File: src/rtl/clkdiv_sched.sv
// Run-time clock divider: divided square wave q plus one-cycle period tick.
// Divisor updates and stops are deferred to period boundaries so q never runts.
module clkdiv_sched #(
    parameter int WIDTH       = 16,
    parameter int DEFAULT_DIV = 4
) (
    input  logic             clk,
    input  logic             ar,
    input  logic             run,
    input  logic             cfg_valid,
    input  logic [WIDTH-1:0] cfg_div,
    output logic             cfg_ready,
    output logic             cfg_err,
    output logic             q,
    output logic             tick,
    output logic             busy
);

    typedef enum logic [1:0] {
        IDLE  = 2'd0,
        RUN   = 2'd1,
        DRAIN = 2'd2
    } state_t;

    state_t           state, state_nx;
    logic [WIDTH-1:0] cnt, cnt_nx;
    logic [WIDTH-1:0] div_act, div_act_nx;
    logic [WIDTH-1:0] div_pnd, div_pnd_nx;
    logic             pend, pend_nx;
    logic             err_nx;
    logic             last;
    logic             wrap;
    logic             xfer;
    logic             legal;

    // cfg handshake: a transfer happens on a rising edge with cfg_valid & cfg_ready;
    // cfg_ready drops while a divisor is parked waiting for the next wrap.
    assign last  = (cnt == div_act - WIDTH'(1));
    assign wrap  = (state != IDLE) && last;
    assign xfer  = cfg_valid && !pend;
    assign legal = (cfg_div >= WIDTH'(2));

    always_ff @(posedge clk or negedge ar) begin
        if (!ar) begin
            state   <= IDLE;
            cnt     <= '0;
            div_act <= WIDTH'(DEFAULT_DIV);
            div_pnd <= '0;
            pend    <= 1'b0;
            cfg_err <= 1'b0;
        end else begin
            state   <= state_nx;
            cnt     <= cnt_nx;
            div_act <= div_act_nx;
            div_pnd <= div_pnd_nx;
            pend    <= pend_nx;
            cfg_err <= err_nx;
        end
    end

    always_comb begin
        state_nx   = state;
        cnt_nx     = cnt;
        div_act_nx = div_act;
        div_pnd_nx = div_pnd;
        pend_nx    = pend;
        err_nx     = xfer && !legal;

        case (state)
            IDLE:    if (run) state_nx = RUN;
            RUN:     if (!run) state_nx = last ? IDLE : DRAIN;
            DRAIN: begin
                if (run)       state_nx = RUN;
                else if (last) state_nx = IDLE;
            end
            default: state_nx = IDLE;
        endcase

        if (state != IDLE) cnt_nx = last ? '0 : cnt + WIDTH'(1);

        // xfer needs pend=0, so a wrap-time apply and a new park never collide;
        // a value parked on a wrap edge therefore waits for the following wrap.
        if (wrap && pend) begin
            div_act_nx = div_pnd;
            pend_nx    = 1'b0;
        end
        if (xfer && legal) begin
            if (state == IDLE) begin
                div_act_nx = cfg_div;
            end else begin
                div_pnd_nx = cfg_div;
                pend_nx    = 1'b1;
            end
        end
    end

    assign busy      = (state != IDLE);
    assign tick      = busy && last;
    assign q         = busy && (cnt < (div_act >> 1));
    assign cfg_ready = !pend;

endmodule

File: config.mk
export PLATFORM = sky130hd
export DESIGN_NAME = clkdiv_sched
export DESIGN_NICKNAME = d
export VERILOG_FILES = /design/src/rtl/clkdiv_sched.sv
export SDC_FILE = /design/constraint.sdc
export NUM_CORES = 1
export LEC_CHECK = 0
export BUFFER_PORTS_ARGS = -buffer_cell sky130_fd_sc_hd__buf_2
export CORE_MARGIN = 10
export CORE_UTILIZATION = 60
export DETAILED_ROUTE_END_ITERATION = 6
export PLACE_DENSITY = 0.91
export SLEW_MARGIN = 20
export SYNTH_ARGS = -nofsm -noshare
export SYNTH_HDL_FRONTEND = slang
export SYNTH_SLANG_ARGS = --single-unit
File: constraint.sdc
create_clock -name clk -period 3.1 [get_ports clk]
set_clock_uncertainty 0.2 [all_clocks]
set_input_delay 0.155 -clock clk [delete_from_list [all_inputs] [get_ports clk]]
set_output_delay 0.155 -clock clk [all_outputs]
set_load 0.02 [all_outputs]
==> results.yml <==
worst_setup_path:
  max_stage_delay_ns: 0.60
  cp_max_fo: 16
  path_buf_inv: 2
  arrival_ns: 3.22
  cp.required_ns: 3.12
  crit_chain: "inv_1, ha_1, nor2b_2, and4_1, o211ai_1, nand3b_1, nand4_1, or4_1, buf_4, mux2i_1, a21o_1"
  critical_path_class: "flip-flop to flip-flop"
  cpMaxStageDelayCell: "or4_1"
  cp-end-kind: "flip-flop"
  worst_setup_path_start_kind: "flip-flop"
  crit_family: "simple AND/OR/NAND/NOR gates"
layout:
  drive_above_1_share: 0.1814
  final_net_count: 432
  fin_util: 0.7349
  final_cells: 467
  area_growth_pct: 16.71
  fill_cells: 354
  n_antenna_cell: 0
clocking:
  cts_num_sinks: 52
  cts_made_buffers: 5
  cts_max_level: 2
  cts_root_buf: "clkbuf_8"
  clock_path_buffers: 2
  clock_latency_ns: 0.32
  clk_pin_slew_ns: 0.10
  cts_tree: "built"
routing:
  wl_met3_um: 426
  wl_mm: 7.871
  drt_iter0_markers: 234
  drc: 0
  highest_layer: "met4"
  wire_per_inst_um: 16.85
  met2_length_mm: 3.893
  wl_met1_mm: 3.231
  ant_nets: 0
  vias: 2786
  avgViaCountPerCell: 5.966
  drt-pass1-iter-count: 4
global_route:
  grt-ovfl-total: 0
  grt_pass1_wl_mm: 12.94
  grt_max_degree: 40
  grt_pass1_vias: 2814
  antenna_found_initial: 0
  grt.total_usage: 0.1789
power:
  p_per_area_nw_per_um2: 409.7
  ir_worst_vdd_mv: 0.2697
  leakage_nw: 1.985
  total_power_mw: 1.557
sta:
  max_freq_mhz: 312.7
  final_max_slew_viol_count: 0
  finalSetupViolations: 17
  slew_headroom: 0.4306
  finalCritPeriodShare: 1.032
  worst_pin_slew_ns: 0.8541
  finalWorstSetupSlack_ns: -0.09817
  min_period_ns: 3.198
  hold_viol: 0
run_status:
  violations: "negative setup slack"
  status: "complete, but fails checks"
logic_synthesis:
  synthDominantCellAreaShare: 0.3919
  syn_avg_cell_area_um2: 9.523
  syn_area_um2: 3257
  synth-edff-count: 0
  synth.area.top_cells: "dfrtp_1 (39%), ha_1 (6.1%), nand2_1 (5.9%), mux2_2 (5.9%), xnor2_1 (5.6%)"
  yosys.area.top_type: "dfrtp_1"
  ys_ff_latch: 52
  netlist_instances: 342
  synth_cell_type_count: 42
  synth-warning-count: 0
  synthFlopType: "dfrtp_1"
  ys_seq_area_frac: 0.3999
  synthArstFlopShare: 1.000
  synth_fp_nets: 378
job:
  cap_violations: 0
die:
  ios: 25
  die_area_um2: 8775
  die_w_um: 93.68
  die_h_um: 93.68
  rows: 26
  start_util: 0.6297
  core_area_um2: 5172
placed_design:
  dp_cells: 434
  routabilityCongestion: 0.8716
  dp_slack_ns: 0.08904
  portBuffers: 24
  dp_hpwl_mm: 5.284
hold_path:
  hp-class: "input port to asynchronous set/reset pin"
-- cell families after synthesis --
| family | share of synthesized area |
|---|---|
| AO/OA/AOI/OAI | 0.1083 |
| XOR/XNOR | 0.08337 |
| adder cells (fa/ha/maj) | 0.06147 |
| buffers and inverters | 0.04686 |
| flip-flops | 0.3999 |
| multiplexers | 0.1110 |
| AND/OR/NAND/NOR | 0.1890 |
-- cells in the final DEF (no fill, tap or decap), types with 2 or more instances in the layout --
master         Yosys  final
nor4_4             2      3
nand3_1           13     13
a31oi_1            3      3
mux2_2            17     17
nor2b_1            3      2
buf_2              4     24
nor4_1             5      4
xnor2_1           21     21
ha_1              16     16
mux2i_1           17     17
nand4_1            9      9
a21oi_1            7      7
o21ai_0            8      8
inv_1             18     18
a21o_1            22     22
nor2_1            25     25
o211ai_1           2      2
dfrtp_1           51     51
buf_4              0     16
xor2_1            10     10
a22o_1             3      3
clkbuf_8           0      5
nor3_1             8      8
nand2_1           51     51
dlygate4sd3_1      0     19
and3_1             4      4
-- path summary, 6_finish.rpt --
kind,end,startpoint,cells past startpoint,slack (ns)
min reg2reg,cfg_err$_DFF_PN0_,pend$_DFF_PN0_,1,0.30
max reg2reg,div_act[3]$_DFF_PN0_,div_act[0]$_DFF_PN0_,11,-0.1
min in group clk,cfg_err$_DFF_PN0_,pend$_DFF_PN0_,1,0.30
max,div_act[3]$_DFF_PN0_,div_act[0]$_DFF_PN0_,11,-0.1
max in group asynchronous,div_act[9]$_DFF_PN0_,ar,3,1.71
min,div_pnd[0]$_DFFE_PN0P_,ar,2,0.28
-- per-layer routing --
layer,track usage,up-vias
met5,0,-
met4,0.05949,0
met3,0.03757,30
met2,0.3179,100
met1,0.2086,1361
li1,-,1295
-- synthesized netlist by cell type, drive strengths merged, types with 4 or more instances --
master / n
xor2: 10
clkbuf: 4
ha: 16
nand3: 13
buf: 8
nor3: 8
dfrtp: 51
nand4: 9
inv: 19
xnor2: 21
a21oi: 7
nand2: 51
nor2: 25
nor4: 7
a21o: 22
o21ai: 8
mux2i: 17
and3: 4
mux2: 17
-- registers in the layout, indices dropped and copies added (netlist names) --
| register | cells |
|---|---|
| div_pnd | 16 |
| div_act | 16 |
| cnt | 16 |
| cfg_err | 1 |
| state | 2 |
| pend | 1 |
-- stage by stage --
step	hold WS (ns)	setup TNS, ns	instance area [um2]
after global placement	0.1033	0	3465
after CTS	0.2911	0	3754
final	0.2782	-1.346	3801
after detailed placement	0.1105	0	3465
after floorplan	-0.3406	0	3257
after global routing	0.3043	-2.588	3801
-- layout make-up --
class / count / area (um2) / area share
Timing Repair Buffer: 59 / 430.4 / 0.1132
Clock inverter: 3 / 21.27 / 0.005596
Sequential cell: 52 / 1303 / 0.3427
Inverter: 19 / 71.32 / 0.01876
Clock buffer: 5 / 68.82 / 0.01810
Multi-Input combinational cell: 259 / 1819 / 0.4786
Tap cell: 70 / 87.58 / 0.02304
-- repair_timing --
item | 4_1_cts | 5_1_grt
endpoints found under the hold margin | 72 | 0
gates resized for setup | 1 | 1
hold buffers | 19 | 0
buffers inserted | 0 | 6
pin swaps | 0 | 3
endpoints found under the setup margin | 1 | 17
-- power breakdown --
group          leakage (nW)  total (mW)  internal, mW  switching [mW]
clock network        0.0445       0.403         0.161           0.242
registers             0.700       0.799         0.718          0.0815
logic                  1.24       0.356         0.178           0.178
(Power assumes the default switching activity.)
